<file path="src/rtl/div_seq_pkg.sv">
// Shared definitions for the sequential restoring divider: state encoding,
// default width and the iteration counter width.
package div_seq_pkg;

  localparam int DIV_WIDTH = 16;

  typedef enum logic [1:0] {
    S_IDLE = 2'b00,
    S_RUN  = 2'b01,
    S_DONE = 2'b10,
    S_FIX  = 2'b11
  } state_t;

  function automatic int cnt_width(input int width);
    return (width > 2) ? $clog2(width) : 1;
  endfunction

endpackage

</file>
<file path="src/rtl/div_sub_step.sv">
// WIDTH+1-bit trial subtract built as a + ~b + 1 on the carry chain;
// borrow is the inverted carry-out.
module div_sub_step #(
  parameter int WIDTH = 16
) (
  input  logic [WIDTH:0] a,
  input  logic [WIDTH:0] b,
  output logic [WIDTH:0] diff,
  output logic           borrow
);

  logic [WIDTH+1:0] sum;

  assign sum    = {1'b0, a} + {1'b0, ~b} + {{(WIDTH+1){1'b0}}, 1'b1};
  assign diff   = sum[WIDTH:0];
  assign borrow = ~sum[WIDTH+1];

endmodule

</file>
<file path="src/rtl/div_seq.sv">
// Sequential restoring divider, one quotient bit per clock.
// Define DIV_SIGNED_EN for two's-complement operands (adds a FIX state).
module div_seq
  import div_seq_pkg::*;
#(
  parameter int WIDTH = DIV_WIDTH
) (
  input  logic             clk,
  input  logic             rst,
  input  logic             start,
  input  logic [WIDTH-1:0] dividend,
  input  logic [WIDTH-1:0] divisor,
  output logic             ready,
  output logic             done,
  output logic [WIDTH-1:0] quotient,
  output logic [WIDTH-1:0] remainder,
  output logic             div_by_zero,
  output state_t           dbg_state
);

  // Handshake: start is accepted only on a rising edge where ready=1; done is
  // a one-cycle pulse, and quotient/remainder/div_by_zero are valid from it
  // until the next accepted start.

  localparam int CW = cnt_width(WIDTH);

  state_t           state;
  logic [CW-1:0]    count;
  logic [WIDTH-1:0] q_reg;
  logic [WIDTH-1:0] d_reg;
  logic [WIDTH-1:0] rem_reg;

  logic [WIDTH:0]   shifted;
  logic [WIDTH:0]   diff;
  logic             borrow;
  logic [WIDTH-1:0] rem_next;
  logic [WIDTH-1:0] q_next;
  logic [WIDTH-1:0] a_mag;
  logic [WIDTH-1:0] b_mag;
  logic             unused_diff_msb;

  assign dbg_state = state;

  // rem is always below d_reg, so the full rem plus the next dividend bit fits
  // in WIDTH+1 bits even for divisors at or above 2^(WIDTH-1).
  assign shifted = {rem_reg, q_reg[WIDTH-1]};

  div_sub_step #(.WIDTH(WIDTH)) u_step (
    .a      (shifted),
    .b      ({1'b0, d_reg}),
    .diff   (diff),
    .borrow (borrow)
  );

  assign rem_next        = borrow ? shifted[WIDTH-1:0] : diff[WIDTH-1:0];
  assign q_next          = {q_reg[WIDTH-2:0], ~borrow};
  assign unused_diff_msb = diff[WIDTH];

`ifdef DIV_SIGNED_EN
  logic q_neg;
  logic r_neg;

  assign a_mag = dividend[WIDTH-1] ? (~dividend + 1'b1) : dividend;
  assign b_mag = divisor[WIDTH-1]  ? (~divisor + 1'b1)  : divisor;
`else
  assign a_mag = dividend;
  assign b_mag = divisor;
`endif

  always_ff @(posedge clk) begin
    if (rst) begin
      state       <= S_IDLE;
      ready       <= 1'b1;
      done        <= 1'b0;
      quotient    <= '0;
      remainder   <= '0;
      div_by_zero <= 1'b0;
      count       <= '0;
      q_reg       <= '0;
      d_reg       <= '0;
      rem_reg     <= '0;
`ifdef DIV_SIGNED_EN
      q_neg       <= 1'b0;
      r_neg       <= 1'b0;
`endif
    end else begin
      done <= 1'b0;
      case (state)
        S_IDLE: begin
          if (start) begin
            q_reg       <= a_mag;
            d_reg       <= b_mag;
            rem_reg     <= '0;
            div_by_zero <= 1'b0;
            ready       <= 1'b0;
`ifdef DIV_SIGNED_EN
            q_neg       <= dividend[WIDTH-1] ^ divisor[WIDTH-1];
            r_neg       <= dividend[WIDTH-1];
`endif
            if (divisor == '0) begin
              quotient    <= '1;
              remainder   <= dividend;
              div_by_zero <= 1'b1;
              done        <= 1'b1;
              state       <= S_DONE;
            end else begin
              count <= CW'(WIDTH - 1);
              state <= S_RUN;
            end
          end
        end
        S_RUN: begin
          q_reg   <= q_next;
          rem_reg <= rem_next;
          count   <= count - 1'b1;
          if (count == '0) begin
`ifdef DIV_SIGNED_EN
            state <= S_FIX;
`else
            quotient  <= q_next;
            remainder <= rem_next;
            done      <= 1'b1;
            state     <= S_DONE;
`endif
          end
        end
`ifdef DIV_SIGNED_EN
        S_FIX: begin
          quotient  <= q_neg ? (~q_reg + 1'b1) : q_reg;
          remainder <= r_neg ? (~rem_reg + 1'b1) : rem_reg;
          done      <= 1'b1;
          state     <= S_DONE;
        end
`endif
        S_DONE: begin
          ready <= 1'b1;
          state <= S_IDLE;
        end
        default: begin
          ready <= 1'b1;
          state <= S_IDLE;
        end
      endcase
    end
  end

endmodule

</file>
<file path="config.mk">
export PLATFORM = sky130hd
export DESIGN_NAME = div_seq
export DESIGN_NICKNAME = d
export VERILOG_FILES = /design/src/rtl/div_seq_pkg.sv /design/src/rtl/div_sub_step.sv /design/src/rtl/div_seq.sv
export SDC_FILE = /design/constraint.sdc
export NUM_CORES = 1
export LEC_CHECK = 0
export ABC_AREA = 1
export BUFFER_PORTS_ARGS = -buffer_cell sky130_fd_sc_hd__buf_2
export CAP_MARGIN = 20
export CORE_MARGIN = 3
export CORE_UTILIZATION = 57
export CTS_CLUSTER_DIAMETER = 60
export DETAILED_ROUTE_END_ITERATION = 7
export GPL_TIMING_DRIVEN = 0
export PLACE_DENSITY = 0.8
export SKIP_LAST_GASP = 1
export SLEW_MARGIN = 20
export SYNTH_ARGS = -nofsm -noshare
export SYNTH_HDL_FRONTEND = slang
export SYNTH_SLANG_ARGS = --single-unit
</file>
<file path="constraint.sdc">
create_clock -name clk -period 2.3 [get_ports clk]
set_clock_uncertainty 0.05 [all_clocks]
set_input_delay 0.23 -clock clk [delete_from_list [all_inputs] [get_ports clk]]
set_output_delay 0.23 -clock clk [all_outputs]
set_load 0.05 [all_outputs]
</file>
; ---- After elaboration in Yosys (flattened, before gate mapping)
; Index checks and enable logic that the tools add are counted.
[classes]
eq_ne = 5
magnitude_cmp = 0
n_addsub = 3
mul = 0
n_bitwise = 2
reduce_logical = 10
mux = 26
div_mod_pow = 0
shift = 0
[ops]
columns = operator, n
row1 = two-way mux 16 bit, 9
row2 = case mux 16 bit (2 select lines), 4
row3 = adder 17 x 17 -> 18 bit, 1
row4 = "adder 18 x 1 -> 18 bit, second input constant", 1
row5 = inverter 16 -> 17 bit, 1
row6 = zero test 16 bit, 1
row7 = two-way mux 4 bit, 2
row8 = "!= test 2 bit, second input constant", 4
row9 = case mux 4 bit (2 select lines), 1
row10 = AND reduction 2 bit, 4
row11 = two-way mux 2 bit, 3
row12 = zero test 4 bit, 1
row13 = two-way mux 1 bit, 4
row14 = case mux 1 bit (2 select lines), 2
row15 = case mux 2 bit (2 select lines), 1
row16 = AND reduction 4 bit, 1
row17 = "subtractor 4 x 1 -> 4 bit, second input constant", 1
row18 = AND reduction 3 bit, 1
row19 = "== test 2 x 1 -> 1 bit, second input constant", 1
row20 = zero test 2 bit, 1
row21 = nonzero test 2 bit, 1
row22 = inverter 1 bit, 1
[word_totals]
latch_bits = 0
mem_count = 0
mem_bits_ro = 0
inputBits = 35
wordCells = 56
reg_bits = 89
mem_bits_rw = 0

; ---- Logic depth before layout (Yosys ltp)
; Gate-level depths: netlist (run 1).
[depth]
depth_word = 6
ltp_mapped = 15
mapped_depth_nobuf = 15

; ---- By module
; From an unflattened synthesis (run 1), not the netlist that was laid out.
[unflattened]
cells_unflattened = 854
hier_area_um2 = 5256.3
[by_module_without_submodules]
columns = module, area_each_um2, n_inst, cells_each, seq_area_each_um2
row1 = div_seq, 4100.2, 1, 620, 1781.7
row2 = div_sub_step, 1156.1, 1, 234, 0.0

; ---- Worst setup path before layout (run 1)
; OpenSTA, ideal clock, no wires.
[synth_timing]
kind = reg-to-reg
start = reg state[0] (netlist: dbg_state[0])
end = reg quotient[10]
required_ps = 2133
setup_time_ps = 117
t_arrival_ps = 1836
slack_ps = 298
path_stages_with_launch = 11
cell_sequence = dfxtp_1 > inv_1 > nor2_1 > buf_4 > nand3_1 > nand2_1 > buf_2 > buf_2 > nand2_1 > o211ai_1 > inv_1
[synth_via]
elab_chain_cells = 3
word_cells_on_any_way = 8
[synth_rtl]
columns = element, line_no
row1 = "start, declared", div_seq.sv:27  ; state_t state;
row2 = "start signal, assigned", div_seq.sv:72  ; state <= S_IDLE;
row3 = "start signal, assigned", div_seq.sv:105  ; state <= S_DONE;
row4 = "start signal, assigned", div_seq.sv:108  ; state <= S_RUN;
row5 = == test 2 x 1 -> 1 bit or zero test 2 bit (tied branches), div_seq.sv:88  ; case (state)
row6 = != test 2 bit (no line) or nonzero test 2 bit (tied branches), n/a
row7 = AND reduction 4 bit (no line), n/a
row8 = "end signal, assigned", div_seq.sv:120  ; quotient <= q_next;
row9 = "end, declared", div_seq.sv:15  ; output logic [WIDTH-1:0] quotient,
; Parallel ways exist; a longest one is shown, timed or not.
; A chain may end at the register's enable or synchronous reset.

; ---- Final worst setup path (run 1)
[layout_timing]
start = reg d_reg[7]
end = reg remainder[6]
[layout_via]
elab_chain_cells = 6
[layout_rtl]
columns = element, line_no
row1 = "start, declared", div_seq.sv:30  ; logic [WIDTH-1:0] d_reg;
row2 = "start signal, assigned", div_seq.sv:92  ; d_reg <= b_mag;
row3 = inverter 16 -> 17 bit, div_sub_step.sv:14  ; assign sum = {1'b0, a} + {1'b0, ~b} + {{(WIDTH+1){1'b0}}, 1'b1};
row4 = adder 17 x 17 -> 18 bit, div_sub_step.sv:14
row5 = adder 18 x 1 -> 18 bit, div_sub_step.sv:14
row6 = two-way mux 16 bit, div_seq.sv:55  ; assign rem_next = borrow ? shifted[WIDTH-1:0] : diff[WIDTH-1:0];
row7 = two-way mux 16 bit, div_seq.sv:116  ; if (count == '0) begin
row8 = case mux 16 bit (2 select lines), div_seq.sv:88
row9 = "end signal, assigned", div_seq.sv:102  ; remainder <= dividend;
row10 = "end signal, assigned", div_seq.sv:121  ; remainder <= rem_next;
row11 = "end, declared", div_seq.sv:16  ; output logic [WIDTH-1:0] remainder,
; No other way between the ends. The select of a mux whose other input is x is not followed.

==> results of run 1 <==
[worst register-to-register path, delay by kind of cell, from the launching register on]
family / cells / cell delay (ps)
adder cells (fa/ha/maj): 1 / 380
flip-flops: 1 / 310
buffers and inverters: 3 / 300
AO/OA/AOI/OAI: 1 / 190
AND/OR/NAND/NOR: 8 / 870
[power by group]
part / switching (mW) / internal [mW] / leakage, nW
registers: 0.121 / 1.74 / 0.729
clock network: 0.568 / 0.533 / 0.0954
logic: 1.39 / 0.622 / 2.28
total: 2.08 / 2.89 / 3.11
[repair_timing]
item,4_1_cts,5_1_grt
setup buffers,0,4
pin swaps,0,2
gates resized for setup,1,7
endpoints found under the setup margin,19,32
[layer usage]
metal  global-route usage  routed length, um  share of wire
met5                    0                  0              0
met4               0.1208                409          0.030
met3              0.05803                951          0.070
met2               0.4701               6408           0.47
met1               0.3693               5880           0.43
[final cells by class]
cell class	instances	area (sq um)
inverters	128	480.5
plain buffers	34	152.6
clock buffers	10	137.6
repair buffers	75	385.4
well taps	105	131.4
flip-flops and latches	89	1782
clock inverters	5	62.56
fillers	754	2666
multi-input cells	487	2501
[logic make-up after synthesis]
kind of cell | Yosys count | share of synthesized area
and+or+nand+nor | 315 | 0.2811
DFF | 89 | 0.3639
AOI/OAI and AO/OA | 147 | 0.1659
adders and majority gates | 18 | 0.04753
buffers and inverters | 162 | 0.1291
xor gates and xnor gates | 7 | 0.01252
[path summary, 6_finish.rpt]
check,from,end,slack (ps)
worst max register to register,d_reg[7]$_SDFFE_PP0P_,remainder[6]$_SDFFE_PP0P_,140
worst max-delay path,d_reg[7]$_SDFFE_PP0P_,remainder[6]$_SDFFE_PP0P_,140
worst min-delay path,divisor[0],d_reg[0]$_SDFFE_PP0P_,110
worst min register to register,d_reg[5]$_SDFFE_PP0P_,d_reg[5]$_SDFFE_PP0P_,410
[layout by cell type (no fill, tap or decap), drive strengths merged, types with 16 or more instances in the layout]
cell type	Yosys	routed
nand2	182	182
inv	128	130
dfxtp	89	89
buf	11	87
o21ai	67	67
a21oi	58	58
nand3	53	53
nor2	50	50
clkbuf	23	32
nand4	19	19
ha	17	17
o211ai	16	16
==> qor.txt, run 1 <==
status - finished clean
remaining antenna violation count - 0
Setup WS post-layout - 140.3 ps
most area-hungry cell type in the Yosys netlist - dfxtp_1
synthesized flop and latch total - 89
cell family with most CP delay - simple AND/OR/NAND/NOR gates
Cell Rows - 33
CP max stage delay - 380 ps
Power Density - 883.0 mW/mm^2
setup tns final - 0 ps
Setup WS pre-CTS - -53.80 ps
top cells by count, synth - 170 x nand2_1, 127 x inv_1, 89 x dfxtp_1, 67 x o21ai_0, 56 x a21oi_1
most frequent cell after synthesis - nand2_1
DRT iter0 DRCs - 296
TritonCTS buffer count - 9
sequential share of the synthesized area - 0.3639
global-route wire length before repair - 22670 um
die area - 0.009738 sq mm
top post-synthesis cells by area - dfxtp_1 36%, nand2_1 13%, inv_1 9.7%, o21ai_0 6.8%, a21oi_1 5.7%
fmax - 0.4630 GHz
crit path cell chain - inv_1, ha_1, nand2_2, nor2_2, nand3_1, nand3_2, nand2_4, a21oi_4, buf_6, nand2_2, nand3_1, nand2_1, inv_1
Final setup viols - 0
final WL - 13650 um
Avg Cell Area, Syn - 6.634 sq um
clock root buffer master - clkbuf_8
Unique masters post-synth - 35
Post-synth EDFFs - 0
Async SR Flop Fraction - 0
Worst Reg2Reg Path Length in Cells - 13
IO Pins - 72
clock period minus worst slack - 2160 ps
Ant. Diodes - 0
Syn Nets - 791
hold path depth - 3
design area - 0.005633 sq mm
Slew Limit Fails - 0
CTS hold repair buffers - 0
DR pass1 iterations - 5
Critical Path Stages - 13
crit path buf inv count - 3
CTS max path bufs - 2
Slew headroom - 0.6128
DR vias - 5034
Final Cycle Share - 0.9390
final hold viol count - 0
Util after Layout - 0.6787
Main synth FF type - dfxtp_1
port bufs - 71
initial core utilization - 0.5899
critical path type - register to register
area delta synth->final - 15.05%
DIE HEIGHT - 98.68 um
Least-Margin Pin Slew - 580.8 ps
GRT Residual Overflow - 0
vias in the first global route - 4841
largest net degree at the start of global routing - 16
Hold Path Class - input pin to register
Critical Path End Type - register
dpl cell area - 0.005383 sq mm
Nets - 877
top-area cell type share of the netlist area - 0.3639
synth warn - 0
number of remaining DRC errors - 0
maxcap violations - 0
Max H-tree Level - 3
drt wl/cell - 14.63 um
share of post-route cells with drive strength above 1 - 0.1522
slowest CP cell - ha_1
Placer Congestion - 0.9097
Pleak - 3.109 nW
Synth Cell Area - 0.004896 sq mm
total power draw - 4.974 mW
initial antenna violation count - 0
DP Wirelength - 10620 um
final non-filler cell total - 933
Synth Instances - 738
total placed cells including tap cells - 914
CTS tree - built
hold slack - 107.9 ps
clock slew at reported path FFs - 90 ps
later-pin clock latency in the skew report - 360 ps
core area - 0.008299 sq mm
crit path DAT - 2420 ps
Crit path required time - 2560 ps
Die Span X - 98.68 um
Startpoint Class - register
clock sink count - 89
GRT Util Overall - 0.2870
Peak VDD IR - 499.4 uV
vias per cell - 5.395
worst-path maximum fanout - 10
No activity file was read; power rests on OpenSTA's default activity.
==> inputs of run 2 (changes only) <==
- BUFFER_PORTS_ARGS: -buffer_cell sky130_fd_sc_hd__buf_2 -> unset
- CORE_UTILIZATION: 57 -> 60
- DONT_BUFFER_PORTS: unset -> 1
- PLACE_DENSITY: 0.8 -> 0.76
- RECOVER_POWER: unset -> 100
==> qor.txt, run 2 (synthesis gave the netlist of run 1 again) <==
status - finished clean
setup tns final - 0 ps
later-pin clock latency in the skew report - 370 ps
Final Cycle Share - 0.9606
filler instances - 725
final WL - 13520 um
clock root buffer master - clkbuf_8
Hold Path Class - input pin to register
clock period minus worst slack - 2209 ps
vias per cell - 5.597
Final setup viols - 0
global-route wire length before repair - 21640 um
GR Util met2 - 0.5066
clock sink count - 89
Crit path required time - 2570 ps
Util after Layout - 0.6843
Least-Margin Pin Slew - 566.3 ps
final non-filler cell total - 862
Power Density - 918.6 mW/mm^2
worst-path maximum fanout - 10
Flop pwr share - 0.431
total power draw - 4.908 mW
crit path DAT - 2480 ps
Switching Share - 0.4208
share of post-route cells with drive strength above 1 - 0.07500
core area - 0.007807 sq mm
GRT met1 Usage - 0.3816
IO Pins - 72
CTS tree - built
TritonCTS buffer count - 9
Critical Path End Type - register
drt wl/cell - 15.68 um
Nets - 808
clock share of power - 0.228
DIE HEIGHT - 96.33 um
clock slew at reported path FFs - 90 ps
GRT Util Overall - 0.3019
Die Span X - 96.33 um
initial core utilization - 0.6271
P_sw - 2.065 mW
Ant. Diodes - 0
die area - 0.009279 sq mm
total placed cells including tap cells - 840
hold path depth - 2
Startpoint Class - register
most frequent cells in the layout - 170 x nand2_1, 128 x inv_1, 86 x dfxtp_1, 66 x o21ai_0, 56 x a21oi_1
DP Wirelength - 10400 um
Worst Reg2Reg Path Length in Cells - 12
Max H-tree Level - 3
Placer Congestion - 0.9320
busiest grt layer - met2
area delta synth->final - 9.123%
hold slack - 13.09 ps
final hold viol count - 0
reg-to-reg slack, setup - 90 ps
Peak VDD IR - 518.9 uV
vias in the first global route - 4584
combinational share of power - 0.341
GR Layer Usage met3 - 0.06724
DR pass1 iterations - 5
critical path type - register to register
maxcap violations - 0
fmax - 0.4526 GHz
initial antenna violation count - 0
CTS max path bufs - 2
Slew headroom - 0.6224
Pleak - 2.790 nW
number of remaining DRC errors - 0
port bufs - 0
Slew Limit Fails - 0
largest net degree at the start of global routing - 16
DR vias - 4825
most common cell after layout, fill and taps aside - nand2_1
Int Pwr - 2.842 mW
remaining antenna violation count - 0
Cell Rows - 32
DRT iter0 DRCs - 284
GRT Residual Overflow - 0
-- run 2: cell count changes in the layout (fill, tap and decap cells not counted), moves of 2 or more --
cell / previous run / this run
buf_2: 79 / 6
buf_4: 6 / 4
clkbuf_1: 22 / 24
dfxtp_1: 89 / 86
dfxtp_2: 0 / 2
dlygate4sd3_1: 0 / 3
ha_1: 15 / 13
ha_4: 0 / 2
-- run 2: metal layers --
| layer | routed length, um | part of all wire |
|---|---|---|
| met5 | 0 | 0 |
| met4 | 292 | 0.022 |
| met3 | 991 | 0.073 |
| met2 | 6377 | 0.47 |
| met1 | 5854 | 0.43 |
-- run 2: through the flow --
stage	worst slack [ps]	instance area, sq um
detailed placement	-15.78	5024
finish	90.68	5343
global route	-11.55	5343
global placement	-36.20	5024
floorplan	297.6	4896
CTS	18.75	5266
-- run 2: critical path, stage by stage (launching register included) --
cell and delay (ps):
dfxtp_1 320, inv_1 50, ha_1 400, nand2_2 90, nor3_2 200, and2_2 220
nand2_4 100, a21oi_4 230, buf_6 200, nand2_2 70, nand3_1 120, nand2_1 70
inv_1 50
-- run 2: worst paths after layout --
| path | from | endpoint |
|---|---|---|
| worst min register to register | d_reg[12]$_SDFFE_PP0P_ | d_reg[12]$_SDFFE_PP0P_ |
| worst min-delay path | divisor[11] | d_reg[11]$_SDFFE_PP0P_ |
| worst max-delay path | d_reg[13]$_SDFFE_PP0P_ | remainder[6]$_SDFFE_PP0P_ |
| worst max register to register | d_reg[13]$_SDFFE_PP0P_ | remainder[6]$_SDFFE_PP0P_ |
-- run 2: final cells by class --
| cell class | instances | area (sq um) | area share |
|---|---|---|---|
| well taps | 102 | 127.6 | 0.02389 |
| clock buffers | 11 | 141.4 | 0.02646 |
| multi-input cells | 487 | 2526 | 0.4728 |
| inverters | 128 | 480.5 | 0.08993 |
| repair buffers | 6 | 65.06 | 0.01218 |
| flip-flops and latches | 89 | 1788 | 0.3347 |
| plain buffers | 34 | 151.4 | 0.02834 |
| clock inverters | 5 | 62.56 | 0.01171 |
-- run 2: repair_timing --
item | in CTS | in global routing
setup endpoints to repair | 12 | 41
buffers inserted | 0 | 3
gates resized for setup | 2 | 13
pin swaps | 0 | 3
hold buffers | 3 | 0
hold endpoints to repair | 3 | 0
-- run 2: power by group through the flow --
stage / clock (mW) / sequential, mW / combinational, mW
6_report: 1.12 / 2.12 / 1.67
5_1_grt: 1.19 / 2.14 / 1.87
4_1_cts: 1.13 / 2.11 / 1.60
3_5_place_dp: 0 / 2.14 / 1.57
3_3_place_gp: 0 / 2.14 / 1.54
2_1_floorplan: 0 / 2.10 / 1.22
==> inputs of run 3 (changes only) <==
- ABC_AREA: 1 -> 0
- CTS_BUF_LIST: unset -> sky130_fd_sc_hd__clkbuf_16
==> qor.txt, run 3 <==
Critical Path End Type - register
crit path DAT - 2750 ps
port bufs - 0
most common cell after layout, fill and taps aside - nand2_1
fmax - 0.3940 GHz
DR pass1 iterations - 7
most frequent cells in the layout - 90 x nand2_1, 73 x dfxtp_1, 61 x nor2_1, 42 x nor3_1, 40 x buf_4
global-route wire length before repair - 24300 um
most area-hungry cell type in the Yosys netlist - dfxtp_1
maxcap violations - 0
IO Pins - 72
Nets - 726
initial core utilization - 0.6273
Ant. Diodes - 0
Slew Limit Fails - 0
status - finished, violations left
DP Wirelength - 10370 um
Synth Instances - 598
GRT Util Overall - 0.3538
worst-path maximum fanout - 3
number of remaining DRC errors - 0
largest net degree at the start of global routing - 18
final WL - 16540 um
GRT Residual Overflow - 0
total power draw - 6.303 mW
failing checks - negative setup slack
top post-synthesis cells by area - dfxtp_1 39%, nand2_1 7.3%, nor2_1 5.0%, nor3_1 4.9%, a21oi_1 4.7%
clock root buffer master - clkbuf_16
initial antenna violation count - 0
Main synth FF type - dfxtp_1
synthesized flop and latch total - 89
Slew headroom - 0.5020
DIE HEIGHT - 93.78 um
DR vias - 5103
TritonCTS buffer count - 9
Syn Nets - 651
Async SR Flop Fraction - 0
Unique masters post-synth - 62
top cells by count, synth - 90 x nand2_1, 89 x dfxtp_1, 62 x nor2_1, 45 x nor3_1, 43 x a21oi_1
total placed cells including tap cells - 697
Post-synth EDFFs - 0
Placer Congestion - 0.9153
core area - 0.007370 sq mm
unrepaired setup endpoints after global routing - true
Final Cycle Share - 1.104
Max H-tree Level - 3
Pleak - 2.351 nW
Setup WS post-layout - -238.4 ps
Startpoint Class - register
setup tns final - -4156 ps
top-area cell type share of the netlist area - 0.3854
CTS tree - built
final non-filler cell total - 777
DRT iter0 DRCs - 656
Peak VDD IR - 645.3 uV
remaining antenna violation count - 0
drt wl/cell - 21.29 um
Power Density - 1021 mW/mm^2
later-pin clock latency in the skew report - 350 ps
Least-Margin Pin Slew - 739.2 ps
synth warn - 0
Avg Cell Area, Syn - 7.731 sq um
CTS max path bufs - 2
most frequent cell after synthesis - nand2_1
Synth Cell Area - 0.004623 sq mm
Cell Rows - 31
hold slack - 5.134 ps
Crit path required time - 2510 ps
final hold viol count - 0
sequential share of the synthesized area - 0.3854
clock period minus worst slack - 2538 ps
die area - 0.008795 sq mm
Hold Path Class - input pin to register
clock slew at reported path FFs - 70 ps
Die Span X - 93.78 um
vias per cell - 6.568
vias in the first global route - 4701
clock sink count - 89
critical path type - register to register
share of post-route cells with drive strength above 1 - 0.2581
Final setup viols - 54
area delta synth->final - 33.59%
[run 3: cells by family after synthesis]
family / after synthesis / share of synthesized area
mux: 2 / 0.004330
buf+inv: 65 / 0.05548
compound gates: 168 / 0.2460
fa+ha+maj: 18 / 0.05034
simple gates: 245 / 0.2376
flops: 89 / 0.3854
xor+xnor: 11 / 0.02084
[run 3: critical path: stages, from the launching register on]
cell	delay (ps)
dfxtp_2	360
inv_2	60
ha_4	170
fa_2	350
nand2b_4	180
a21oi_4	130
o211ai_1	200
a211oi_2	310
xnor2_1	120
a211o_1	340
a211oi_2	190
[run 3: per-stage QoR]
step                      setup slack (ps)    util  instance area [sq um]
final                               -238.4  0.8380                   6176
after global routing                -328.7  0.8380                   6176
after detailed placement            -839.1  0.6491                   4783
after floorplan                     -21.02       -                   4659
after CTS                           -159.4  0.7885                   5811
after global placement              -766.2  0.6491                   4783
[run 3: repair_timing]
action                                  in CTS  in global routing
endpoints found under the hold margin       19                  0
gates cloned                                 1                  0
hold buffers                                19                  0
resized for setup                           82                 74
pin swaps                                   39                 43
endpoints found under the setup margin      69                 65
setup buffers                               26                 20
[run 3: path summary, 6_finish.rpt]
path                          start                        to  slack, ps  cells past startpoint
min reg2reg   d_reg[5]$_SDFFE_PP0P_     d_reg[5]$_SDFFE_PP0P_        410                      2
max          q_reg[15]$_SDFFE_PP0P_  rem_reg[14]$_SDFFE_PP0P_       -240                     10
max reg2reg  q_reg[15]$_SDFFE_PP0P_  rem_reg[14]$_SDFFE_PP0P_       -240                     10
min                    dividend[11]    q_reg[11]$_SDFFE_PP0P_          5                      2
[run 3: power by group]
group	switching, mW	total, mW	internal, mW
Clock	0.683	1.66	0.978
Combinational	1.45	2.64	1.19
Sequential	0.312	2.00	1.69
Total	2.45	6.30	3.86
[run 3: layout make-up]
type / count / area (sq um)
multi-input combinational: 444 / 3044
sequential: 89 / 1802
fill: 443 / 1194
timing repair buffer: 66 / 585.6
clock buffer: 9 / 225.2
buffer: 38 / 192.7
tap: 99 / 123.9
clock inverter: 7 / 108.9
inverter: 25 / 93.84
[run 3: per-layer routing]
metal | track usage | vias up | part of all wire
met5 | 0 | - | 0
met2 | 0.5512 | 357 | 0.45
met3 | 0.1098 | 70 | 0.12
li1 | - | 2303 | -
met4 | 0.1059 | 0 | 0.036
met1 | 0.4699 | 2373 | 0.39
